===== src/rtl/pipe_de_stall_pkg.sv =====
// Shared opcode/funct encodings, Tuse/Tnew values and decode helpers for the
// D->E stage register and hazard-stall logic.
package pipe_de_stall_pkg;

    localparam logic [5:0] OP_SPECIAL = 6'h00;
    localparam logic [5:0] OP_BEQ     = 6'h04;
    localparam logic [5:0] OP_J       = 6'h02;
    localparam logic [5:0] OP_JAL     = 6'h03;
    localparam logic [5:0] OP_ORI     = 6'h0d;
    localparam logic [5:0] OP_LUI     = 6'h0f;
    localparam logic [5:0] OP_LW      = 6'h23;
    localparam logic [5:0] OP_SW      = 6'h2b;

    localparam logic [5:0] FN_ADDU    = 6'h21;
    localparam logic [5:0] FN_SUBU    = 6'h23;
    localparam logic [5:0] FN_JR      = 6'h08;

    localparam logic [4:0] REG_ZERO   = 5'd0;
    localparam logic [4:0] REG_RA     = 5'd31;

    localparam logic [1:0] TUSE_0     = 2'd0;
    localparam logic [1:0] TUSE_1     = 2'd1;
    localparam logic [1:0] TUSE_2     = 2'd2;

    localparam logic [1:0] TNEW_NONE  = 2'd0;
    localparam logic [1:0] TNEW_CAL   = 2'd1;
    localparam logic [1:0] TNEW_LW    = 2'd2;
    localparam logic [1:0] TNEW_JAL   = 2'd2;

    typedef enum logic [3:0] {
        K_NOP,
        K_ADDU,
        K_SUBU,
        K_ORI,
        K_LUI,
        K_LW,
        K_SW,
        K_BEQ,
        K_J,
        K_JAL,
        K_JR
    } instr_kind_e;

    typedef struct packed {
        logic [4:0] dest;
        logic [1:0] tuse_rs;
        logic [1:0] tuse_rt;
        logic       rs_used;
        logic       rt_used;
        logic [1:0] tnew;
    } decode_t;

    // Anything outside the supported set falls through to K_NOP.
    function automatic instr_kind_e classify(input logic [31:0] ir);
        instr_kind_e kind;
        kind = K_NOP;
        case (ir[31:26])
            OP_SPECIAL: begin
                case (ir[5:0])
                    FN_ADDU: kind = K_ADDU;
                    FN_SUBU: kind = K_SUBU;
                    FN_JR:   kind = K_JR;
                    default: kind = K_NOP;
                endcase
            end
            OP_ORI:  kind = K_ORI;
            OP_LUI:  kind = K_LUI;
            OP_LW:   kind = K_LW;
            OP_SW:   kind = K_SW;
            OP_BEQ:  kind = K_BEQ;
            OP_J:    kind = K_J;
            OP_JAL:  kind = K_JAL;
            default: kind = K_NOP;
        endcase
        return kind;
    endfunction

    function automatic logic [1:0] tnew_age(input logic [1:0] tnew);
        return (tnew == TNEW_NONE) ? TNEW_NONE : tnew - 2'd1;
    endfunction

endpackage


===== src/rtl/pipe_de_stall_instr_decode.sv =====
// Combinational decode of one instruction into destination register,
// per-operand Tuse and the Tnew it carries into E.
module instr_decode
    import pipe_de_stall_pkg::*;
(
    input  logic [31:0] ir,
    output logic [4:0]  dest,
    output logic [1:0]  tuse_rs,
    output logic [1:0]  tuse_rt,
    output logic        rs_used,
    output logic        rt_used,
    output logic [1:0]  tnew
);

    instr_kind_e kind;
    logic [4:0]  rt;
    logic [4:0]  rd;

    assign kind = classify(ir);
    assign rt   = ir[20:16];
    assign rd   = ir[15:11];

    always_comb begin
        dest    = REG_ZERO;
        tuse_rs = TUSE_0;
        tuse_rt = TUSE_0;
        rs_used = 1'b0;
        rt_used = 1'b0;
        tnew    = TNEW_NONE;
        case (kind)
            K_ADDU, K_SUBU: begin
                dest    = rd;
                rs_used = 1'b1;
                rt_used = 1'b1;
                tuse_rs = TUSE_1;
                tuse_rt = TUSE_1;
                tnew    = TNEW_CAL;
            end
            K_ORI: begin
                dest    = rt;
                rs_used = 1'b1;
                tuse_rs = TUSE_1;
                tnew    = TNEW_CAL;
            end
            K_LUI: begin
                dest    = rt;
                tnew    = TNEW_CAL;
            end
            K_LW: begin
                dest    = rt;
                rs_used = 1'b1;
                tuse_rs = TUSE_1;
                tnew    = TNEW_LW;
            end
            K_SW: begin
                rs_used = 1'b1;
                rt_used = 1'b1;
                tuse_rs = TUSE_1;
                tuse_rt = TUSE_2;
            end
            K_BEQ: begin
                rs_used = 1'b1;
                rt_used = 1'b1;
                tuse_rs = TUSE_0;
                tuse_rt = TUSE_0;
            end
            K_JR: begin
                rs_used = 1'b1;
                tuse_rs = TUSE_0;
            end
            K_JAL: begin
                dest    = REG_RA;
                tnew    = TNEW_JAL;
            end
            default: begin
                dest    = REG_ZERO;
            end
        endcase
    end

endmodule


===== src/rtl/pipe_de_stall.sv =====
// D->E pipeline register with Tuse/Tnew hazard stall; injects a bubble into E
// while stalled and ages the M-stage Tnew every cycle.
module pipe_de_stall
    import pipe_de_stall_pkg::*;
(
    input  logic        clk,
    input  logic        reset,
    input  logic [31:0] ir_D,
    input  logic [31:0] pc_D,
    input  logic [31:0] rs_val_D,
    input  logic [31:0] rt_val_D,
    input  logic [31:0] ext_D,
    output logic        stall,
    output logic [31:0] ir_E,
    output logic [31:0] pc_E,
    output logic [31:0] rs_val_E,
    output logic [31:0] rt_val_E,
    output logic [31:0] ext_E,
    output logic [4:0]  dest_E,
    output logic [4:0]  dest_M,
    output logic [1:0]  tnew_E,
    output logic [1:0]  tnew_M
);

    logic [4:0] dest_D;
    logic [1:0] tuse_rs_D;
    logic [1:0] tuse_rt_D;
    logic       rs_used_D;
    logic       rt_used_D;
    logic [1:0] tnew_D;
    logic [4:0] rs_D;
    logic [4:0] rt_D;
    logic       rs_hazard;
    logic       rt_hazard;

    assign rs_D = ir_D[25:21];
    assign rt_D = ir_D[20:16];

    instr_decode u_decode_d (
        .ir      (ir_D),
        .dest    (dest_D),
        .tuse_rs (tuse_rs_D),
        .tuse_rt (tuse_rt_D),
        .rs_used (rs_used_D),
        .rt_used (rt_used_D),
        .tnew    (tnew_D)
    );

    // A producer with dest 0 never writes, so the nonzero check also masks
    // bubbles and non-writing instructions in E/M.
    always_comb begin
        rs_hazard = 1'b0;
        rt_hazard = 1'b0;
        if (rs_used_D && (rs_D != REG_ZERO)) begin
            rs_hazard = ((rs_D == dest_E) && (tuse_rs_D < tnew_E)) ||
                        ((rs_D == dest_M) && (tuse_rs_D < tnew_M));
        end
        if (rt_used_D && (rt_D != REG_ZERO)) begin
            rt_hazard = ((rt_D == dest_E) && (tuse_rt_D < tnew_E)) ||
                        ((rt_D == dest_M) && (tuse_rt_D < tnew_M));
        end
    end

    assign stall = reset && (rs_hazard || rt_hazard);

    always_ff @(posedge clk or negedge reset) begin
        if (!reset) begin
            ir_E     <= 32'd0;
            pc_E     <= 32'd0;
            rs_val_E <= 32'd0;
            rt_val_E <= 32'd0;
            ext_E    <= 32'd0;
            dest_E   <= REG_ZERO;
            tnew_E   <= TNEW_NONE;
        end else if (stall) begin
            ir_E     <= 32'd0;
            pc_E     <= pc_D;
            rs_val_E <= 32'd0;
            rt_val_E <= 32'd0;
            ext_E    <= 32'd0;
            dest_E   <= REG_ZERO;
            tnew_E   <= TNEW_NONE;
        end else begin
            ir_E     <= ir_D;
            pc_E     <= pc_D;
            rs_val_E <= rs_val_D;
            rt_val_E <= rt_val_D;
            ext_E    <= ext_D;
            dest_E   <= dest_D;
            tnew_E   <= tnew_D;
        end
    end

    always_ff @(posedge clk or negedge reset) begin
        if (!reset) begin
            dest_M <= REG_ZERO;
            tnew_M <= TNEW_NONE;
        end else begin
            dest_M <= dest_E;
            tnew_M <= tnew_age(tnew_E);
        end
    end

endmodule


===== config.mk =====
export PLATFORM = sky130hd
export DESIGN_NAME = pipe_de_stall
export DESIGN_NICKNAME = d
export VERILOG_FILES = /design/src/rtl/pipe_de_stall_pkg.sv /design/src/rtl/pipe_de_stall_instr_decode.sv /design/src/rtl/pipe_de_stall.sv
export SDC_FILE = /design/constraint.sdc
export NUM_CORES = 1
export LEC_CHECK = 0
export BUFFER_PORTS_ARGS = -buffer_cell sky130_fd_sc_hd__buf_2
export CAP_MARGIN = 15
export CORE_AREA = 2 2 131 133
export DETAILED_ROUTE_END_ITERATION = 8
export DIE_AREA = 0 0 133 135
export GPL_ROUTABILITY_DRIVEN = 0
export PLACE_DENSITY = 0.77
export SETUP_SLACK_MARGIN = 0.05
export SLEW_MARGIN = 40
export SYNTH_ARGS = -nofsm -noshare
export SYNTH_HDL_FRONTEND = slang
export SYNTH_SLANG_ARGS = --single-unit

===== constraint.sdc =====
create_clock -name clk -period 8.11 [get_ports clk]
set_input_delay 2.0275 -clock clk [delete_from_list [all_inputs] [get_ports clk]]
set_output_delay 2.0275 -clock clk [all_outputs]
set_load 0.005 [all_outputs]

# After elaboration in Yosys (flattened, before gate mapping)
# Index checks and enable logic that the tools add are counted.
[totals]
wordCells = 75
regBits = 174
inputBits = 162
[op_classes]
addsub = 1
n_eq_ne = 23
magnitude_cmp = 4
n_reduce_logical = 21
mux = 17
[ops]
columns = ["operator", "count"]
rows = [
  ["$mux W32", 4],
  ["$pmux W4 S8", 1],
  ["$eq A6 B6 Y1 const B", 4],
  ["$eq A5 B5 Y1", 4],
  ["$eq A6 B4 Y1 const B", 3],
  ["$eq A4 B3 Y1 const B", 4],
  ["$pmux W5 S3", 1],
  ["$eq A6 B2 Y1 const B", 2],
  ["$pmux W4 S3", 1],
  ["$reduce_bool A5 Y1", 2],
  ["$eq A4 B2 Y1 const B", 2],
  ["$eq A4 B4 Y1 const B", 2],
  ["$lt A2 B2 Y1", 4],
  ["$pmux W2 S2", 2],
  ["$reduce_or A4 Y1", 2],
  ["$logic_and A1 B1 Y1", 7],
  ["$reduce_or A7 Y1", 1],
  ["$eq A6 B3 Y1 const B", 1],
  ["$logic_not A6 Y1", 1],
  ["$mux W1", 5],
  ["$mux W5", 1],
  ["$reduce_or A5 Y1", 1],
  ["$eq A4 B1 Y1 const B", 1],
  ["$mux W2", 2],
  ["5 further kinds", 8],
]

# Longest topological paths before layout
# Gate-level depths: netlist (run 1).
[logic_depth]
ltp_word = 13
depth_mapped = 11
ltp_nobuf = 8

# By module
# Synthesis (run 1) repeated with hierarchy kept, for this count alone.
[unflattened]
hier_cells = 459
hier_area_um2 = 6478.7
[modules_own_cells]
columns = ["module", "seq_area_each_um2", "instances", "area_each_um2", "cells_per_inst"]
rows = [
  ["pipe_de_stall", 4354.2, 1, 5929.4, 384],
  ["instr_decode", 0.0, 1, 549.3, 75],
]

# Worst setup path after synthesis (run 1)
# No wires, ideal clock.
[synth_path]
kind = "input to output"
startpoint = "in ir_D[31]"
endpoint = "out stall"
path_slack_ps = 1635
n_path_buf = 3
required_ps = 6082
t_arrival_ps = 4448
stages = 11
path_cell_list = "clkbuf_1 nor2b_1 nand4_1 nor2_1 ha_1 a2111oi_0 o22ai_1 a211oi_4 buf_2 buf_4 o21bai_1"
[synth_via]
elab_chain_cells = 11
[synth_rtl]
columns = ["item", "line", "rtl"]
rows = [
  ["from (decl)", "pipe_de_stall.sv:8", "input logic [31:0] ir_D,"],
  ["$eq A6 B2 Y1 (tied with other cells)", "pipe_de_stall_pkg.sv:57", "case (ir[31:26])"],
  ["$pmux W4 S8 *", "pipe_de_stall_pkg.sv:57", ""],
  ["$eq A4 B1 Y1 (tied with other cells)", "pipe_de_stall_instr_decode.sv:30", "case (kind)"],
  ["$reduce_or A2 Y1 or $reduce_or A5 Y1 (tied branches)", "-", ""],
  ["$pmux W2 S2 or $mux W1 (tied branches)", "pipe_de_stall_instr_decode.sv:30", ""],
  ["$lt A2 B2 Y1, on equally long branches", "-", ""],
  ["$logic_and A1 B1 Y1, on equally long branches", "-", ""],
  ["$logic_or A1 B1 Y1, on equally long branches", "pipe_de_stall.sv:59, pipe_de_stall.sv:55", ""],
  ["$mux W1, on equally long branches", "pipe_de_stall.sv:58, pipe_de_stall.sv:54", ""],
  ["$logic_or A1 B1 Y1 *", "pipe_de_stall.sv:64", "assign stall = reset && (rs_hazard || rt_hazard);"],
  ["$logic_and A1 B1 Y1 *", "pipe_de_stall.sv:64", ""],
  ["to (decl)", "pipe_de_stall.sv:13", "output logic stall,"],
]
# Mark *: on every way between the ends. The rest lies on a longest branch, timed or not.

# Worst setup path in the final report (run 1)
# Same ends and word-level chain as after synthesis.

==> impl_results.md, run 1 <==
* Most used DFF post-synth: dfrtp_1
* Post-CTS Resized at 0
* Seq/Total Area, Yosys at 70.25%
* Main combinational cell family by area after synthesis: simple AND/OR/NAND/NOR gates
* Dominant cell type by area after synthesis: dfrtp_1
* M1 GR Usage at 22.37%
* Final Util at 52.78%
* Data required, critical path at 6.08 ns
* CP max FO at 12
* Cell breakdown of the critical path: buf_2, nor2b_1, nand4_1, nor2_1, ha_1, a2111oi_0, o22ai_1, a211oi_4, o21bai_1, buf_2
* CTS buffer count at 17
* Number of library cell types mapped by synthesis at 43
* Met3 Track Usage GR at 6.719%
* Critical Path Source: ir_D[31]
* Clock skew at 0.01420 ns
* Power density over the cells at 217.5 mW/mm^2
* Synth top area cells: dfrtp_1, nor3b_1, xnor2_1
* Post-DP HPWL at 12.22 mm
* R2r setup slk at 4.64 ns
* Synth Instances at 445
* Clock Root Buffer: clkbuf_16
* Yosys warns at 0
* Status: finished clean
* Crit path time final at 6.443 ns
* RSZ-0062 raised after global routing: no
* Fill count at 1437
* Total GRT Usage at 18.98%
* Chip Height at 135 um
* Commonest cells in the netlist: dfrtp_1, nor3b_1, clkbuf_1
* EDFF count, synth at 0
* Simple logic cell fraction of the synthesized area at 19.88%
* Setup crit end kind: output pin
* Yosys reg bits at 174
* Skew-Pair Late Insertion Delay at 0.42 ns
* Hold_buf cts at 0
* Worst setup margin at 1.667 ns
* FF-to-FF path depth at 9
* Crit-path slowest cell: a2111oi_0
* Clk buf depth at 2
* Via count at 4800
* Final Hold Vio Count at 0
* Compound-Gate Fraction of Synth Area at 3.795%
* Starting density of the core at 37.78%
* Mux cell area share after synthesis at 0%
* Tcrit/Tclk final at 79.45%
* Die Wd at 133 um
* Max Freq at 155.2 MHz
* PortBufs at 336
* Hold Path Depth at 0
* Detail Route Antenna Nets at 0
* P_leak at 4.241 nW
* DR vias/cell at 4.781
* Router iterations before antenna repair at 4
* GRT overflow at 0
* Largest net degree at the start of global routing at 100
* Critical path class: input pin to output pin
* Post-Synth XOR/XNOR Area at 2.826%
* Antenna violations before repair at 1
* Most congested layer reported by global routing: met2
* Crit Reg-Reg Endpoint: ext_E[31]
* Dpl ws at 1.725 ns
* Reg2reg start: dest_E[0]
* Most common cell in the netlist: dfrtp_1
* First-pass GRT wire length at 26.30 mm
* Arr. time, crit path at 4.42 ns
* Core region area at 0.01641 sq mm
* Total power draw at 1.883 mW
* Vias in the first global route at 5042
* CP startpoint kind: input pin
* Hold Path End: dest_M[4]
* Worst slew pin tran at 0.7528 ns
* Area Overhead vs Synth at 39.71%
* # setup viols final at 0
* IO Pins at 337
* Share of cells above drive strength 1 at 48.15%
* Met2 usage at 31.35%
* Detailed-route DRC error count at 0
* Slowest cell delay on critical path at 0.64 ns
* Rel. slew slack at 49.82%
* Adder-Cell Fraction of Synth Area at 0.4037%
* HP Class: flip-flop to flip-flop
* Clk slew on worst S/H paths at 0.07 ns
* Worst vdd ir at 0.1393 mV
* CTS tree: built
* Die Footprint at 0.01796 sq mm
* Slew Viols, Final at 0
* Mapped Nets at 609
* Crit-path most repeated cell: buf_2
* Post-Route WL at 17.01 mm
* Area fraction of the dominant cell type after synthesis at 70.25%
* Setup TNS at 0 ns
* Synthesized area per cell at 13.93 sq um
* Iteration-0 DRC Markers at 201
* # Post-CTS Setup Buffers at 0
* Htree depth at 4
* FFs w/ async S/R, synth at 100.0%
* Post-Syn Area at 0.006198 sq mm
* Min-delay src: dest_E[4]
* Rows at 47
* Routed len/inst at 16.94 um
* Layout Nets at 934
* Max-Cap Viols at 0
* CTS sink count at 174
-- sequential cells by signal (all words and copies together), names as in the netlist --
name / count
dest_E: 5
rs_val_E: 32
rt_val_E: 32
tnew_E: 2
pc_E: 32
dest_M: 5
tnew_M: 2
ir_E: 32
ext_E: 32
-- where the power goes --
part	total [mW]	switching [mW]	internal, mW
registers	0.923	0.0130	0.910
logic	0.161	0.0772	0.0835
clock network	0.800	0.363	0.437
total	1.88	0.453	1.43
-- worst max path at each step --
stage	end	slack, ns
floorplan	stall	1.63
global placement	stall	1.89
detailed placement	stall	1.73
CTS	stall	1.72
global route	stall	1.39
finish	stall	1.67
-- critical path, delay by kind of cell --
| kind | cells | cell delay [ns] |
|---|---|---|
| adders and majority gates | 1 | 0.28 |
| buffers and inverters | 2 | 0.33 |
| AOI/OAI and AO/OA | 4 | 1.33 |
| and+or+nand+nor | 3 | 0.45 |
-- cell families after synthesis --
family	Yosys count
simple gates	177
flops	174
buf+inv	42
compound gates	30
xor+xnor	20
fa+ha+maj	2
-- per-layer routing --
layer	share of wire, %	wire length (um)
met2	49	8323
met5	0	0
met3	8.9	1520
met4	2.9	499
met1	39	6665
-- cell usage in the layout (no fill, tap or decap), types with 6 or more instances in the layout --
cell         n
buf_2      335
clkbuf_16   17
dfrtp_1    174
inv_1        6
nand3_1      6
nor2_1      10
nor3_1      10
nor3b_1    127
xnor2_1     18
-- through the flow --
stage | hold WS [ns] | cells | area, sq um
after CTS | 0.4783 | 1002 | 8637
after global placement | 0.4685 | 970 | 8051
after detailed placement | 0.4661 | 970 | 8059
after global routing | 0.5002 | 1004 | 8660
after floorplan | 0.4486 | 445 | 6198
final | 0.4879 | 1004 | 8660
-- area by class of cell --
class	instances	area (sq um)	area share, %
clock buffers	18	429.2	4.956
clock inverters	14	148.9	1.719
diodes	1	2.502	0.02890
inverters	6	22.52	0.2601
well taps	220	275.3	3.179
repair buffers	342	1753	20.24
flip-flops and latches	174	4354	50.28
multi-input cells	229	1674	19.33
Power figures use the tool's default switching activity.
==> inputs of run 2 (changes only) <==
ABC_AREA = 1   (was not set)
CORE_AREA = not set   (was 2 2 131 133)
CORE_MARGIN = 2   (was not set)
CORE_UTILIZATION = 41   (was not set)
DIE_AREA = not set   (was 0 0 133 135)
PLACE_DENSITY = 0.84   (was 0.77)
clock period = 5.2 ns   (was 8.11 ns; I/O delays follow)
==> impl_results.md, run 2 <==
* Status: finished clean
* Commonest cells in the netlist: dfrtp_1, inv_1, a21oi_1
* Router iterations before antenna repair at 4 (unchanged)
* HP Class: flip-flop to flip-flop
* Post-DP HPWL at 12.56 mm (+2.8%)
* Vias in the first global route at 5169 (+2.5%)
* Layout Nets at 1106 (+18%)
* Data required, critical path at 3.90 ns (-2.18 ns)
* Area fraction of the dominant cell type after synthesis at 65.17% (-5.1 points)
* Synth Instances at 612 (+38%)
* Synthesized area per cell at 10.92 sq um (-22%)
* Clock Power Share at 41.6% (-0.9 points)
* PortBufs at 336 (unchanged)
* Rel. slew slack at 48.78% (-1.0 points)
* P_leak at 5.046 nW (+19%)
* Rows at 46 (-2.1%)
* RSZ-0062 raised after global routing: no
* Detailed-route DRC error count at 0 (unchanged)
* Hold_buf cts at 0 (unchanged)
* Largest net degree at the start of global routing at 173 (+73%)
* Yosys reg bits at 174 (unchanged)
* Slew Viols, Final at 0 (unchanged)
* Final Hold Vio Count at 0 (unchanged)
* Via count at 5289 (+10%)
* Clk slew on worst S/H paths at 0.07 ns (about the same)
* Skew-Pair Late Insertion Delay at 0.42 ns (about the same)
* DR vias/cell at 4.517 (-5.5%)
* Max Freq at 232.3 MHz
* Setup crit end kind: output pin
* Arr. time, crit path at 3.01 ns (-1.41 ns)
* Detail Route Antenna Nets at 0 (unchanged)
* Critical path class: input pin to output pin
* Die Wd at 131.7 um (-1.0%)
* Post-CTS Resized at 0 (unchanged)
* CP startpoint kind: input pin
* CP max FO at 4 (-8)
* CTS tree: built
* Htree depth at 4 (unchanged)
* Setup TNS at 0 ns (unchanged)
* Total power draw at 2.964 mW (+57%)
* Core region area at 0.01589 sq mm (-3.2%)
* Crit-path slowest cell: a21boi_0
* Most used DFF post-synth: dfrtp_1
* Chip Height at 131.7 um (-2.5%)
* CTS sink count at 174 (unchanged)
* First-pass GRT wire length at 26.85 mm (+2.1%)
* Total GRT Usage at 19.64% (+0.66 points)
* Slowest cell delay on critical path at 0.18 ns (-0.46 ns)
* Area Overhead vs Synth at 36.42%
* FFs w/ async S/R, synth at 100.0% (unchanged)
* Crit-path most repeated cell: nand2_1
* Die Footprint at 0.01733 sq mm (-3.5%)
* Seq/Total Area, Yosys at 65.17% (-5.1 points)
* Clock skew at 0.007489 ns (-0.006713 ns)
* Diode count at 0 (-1)
* FF-to-FF path depth at 11 (+2)
* Footprint of the multi-input gates at 0.001604 sq mm (-4.2%)
* Post-Route WL at 17.22 mm (+1.3%)
* Routed len/inst at 14.71 um (-13%)
* Share of cells above drive strength 1 at 47.33% (-0.82 points)
* Crit path time final at 4.305 ns
* Dominant cell type by area after synthesis: dfrtp_1
* Hold WS at 0.4413 ns (-0.04657 ns)
* Clock Root Buffer: clkbuf_16
* Synth top area cells: dfrtp_1, a21oi_2, inv_1
* Sequential power share at 48.5% (-0.5 points)
* Fill count at 1348 (-6.2%)
* Internal at 2.200 mW (+54%)
* Most common cell after layout, fill and taps aside: buf_2
* Power density over the cells at 325.2 mW/mm^2 (+50%)
* Most common cell in the netlist: dfrtp_1
* CTS buffer count at 17 (unchanged)
* Yosys warns at 0 (unchanged)
* Iteration-0 DRC Markers at 257 (+28%)
* Switching share of total power at 25.80% (+1.7 points)
* GRT overflow at 0 (unchanged)
* Mapped Nets at 776 (+27%)
* Number of library cell types mapped by synthesis at 30 (-30%)
* Worst vdd ir at 0.2066 mV (+48%)
* Logic pwr share at 9.8% (+1.3 points)
* Worst slew pin tran at 0.7683 ns (+0.01554 ns)
* # setup viols final at 0 (unchanged)
* EDFF count, synth at 0 (unchanged)
* Clk buf depth at 2 (unchanged)
* IO Pins at 337 (unchanged)
* Sw Pwr at 0.7646 mW (+69%)
* Cell breakdown of the critical path: buf_2, inv_1, nand2_1, nor2_1, nand2_1, nand3_1, nor2_2, nand2_1, nand2_1, nand2_2, nand3_1, nand2_1, nand2_1, nand2_1, nand2_1, a21boi_0, buf_2
* Starting density of the core at 42.06% (+4.3 points)
* # Post-CTS Setup Buffers at 0 (unchanged)
* FF/Latch Area at 0.004354 sq mm (unchanged)
* Max-Cap Viols at 0 (unchanged)
* Tcrit/Tclk final at 82.80%
* Hold Path Depth at 0 (unchanged)
* Post-Syn Area at 0.006681 sq mm (+7.8%)
* Antenna violations before repair at 0 (-1)
* Commonest cells after routing, fill and taps aside: buf_2, dfrtp_1, inv_1
==> run 2: cell count changes in the layout (fill, tap and decap cells not counted), moves of 7 or more <==
cell and change:
nor2_2 +7, xnor2_1 -15, nand3_1 +7, nor3b_1 -127
inv_1 +133, a21oi_2 +59, nand2_1 +46, a21oi_1 +73
nor3_1 -8
==> run 2: per-layer routing <==
| layer | track usage [%] | share of wire (%) | vias up |
|---|---|---|---|
| li1 | - | - | 2569 |
| met1 | 22.77 | 39 | 2472 |
| met2 | 34.76 | 52 | 226 |
| met3 | 6.327 | 7.3 | 22 |
| met4 | 5.737 | 1.5 | 0 |
| met5 | 0 | 0 | - |
==> run 2: critical path, delay by kind of cell <==
family / cells / cell delay (ns)
buf+inv: 3 / 0.38
simple gates: 13 / 1.14
compound gates: 1 / 0.18
==> run 2: final cells by class <==
| type | instances | share of cell area (%) |
|---|---|---|
| sequential | 174 | 47.77 |
| timing repair buffer | 341 | 19.37 |
| multi-input combinational | 265 | 17.60 |
| inverter | 143 | 5.889 |
| clock buffer | 18 | 4.818 |
| tap | 216 | 2.965 |
| clock inverter | 14 | 1.592 |
==> run 2: logic make-up (layout without fill, tap and decap cells) <==
| family | after synthesis | in the layout | synth area share (%) |
|---|---|---|---|
| flip-flops | 174 | 174 | 65.17 |
| buffers and inverters | 173 | 516 | 11.03 |
| AO/OA/AOI/OAI | 159 | 159 | 15.99 |
| AND/OR/NAND/NOR | 101 | 101 | 7.041 |
| XOR/XNOR | 3 | 3 | 0.3933 |
| adder cells (fa/ha/maj) | 2 | 2 | 0.3745 |
==> run 2: worst paths after layout <==
check | from | endpoint | slack (ns)
min in group asynchronous | reset | ir_E[6] | 0.80
hold / removal | dest_E[3] | dest_M[3] | 0.44
hold reg to reg | dest_E[3] | dest_M[3] | 0.44
max in group asynchronous | reset | ext_E[18] | 3.15
setup / recovery | ir_D[29] | stall | 0.89
setup reg to reg | tnew_M[1] | rt_val_E[8] | 2.50
==> run 2: power groups by stage <==
stage	registers [mW]	clock network (mW)	logic (mW)
5_1_grt	1.44	1.32	0.326
4_1_cts	1.44	1.26	0.293
6_report	1.44	1.23	0.292
3_3_place_gp	1.46	0	0.284
3_5_place_dp	1.47	0	0.292
2_1_floorplan	1.48	0	0.0954
==> run 2: per-stage QoR <==
stage	cell area (sq um)	utilization [%]	std cells	setup slack, ns
after CTS	9087	57.21	1170	0.9496
after detailed placement	8503	53.53	1138	0.9625
after global placement	8499	53.51	1138	1.060
final	9115	57.38	1171	0.8945
after floorplan	6681	-	612	1.402
after global routing	9115	57.38	1171	0.7339
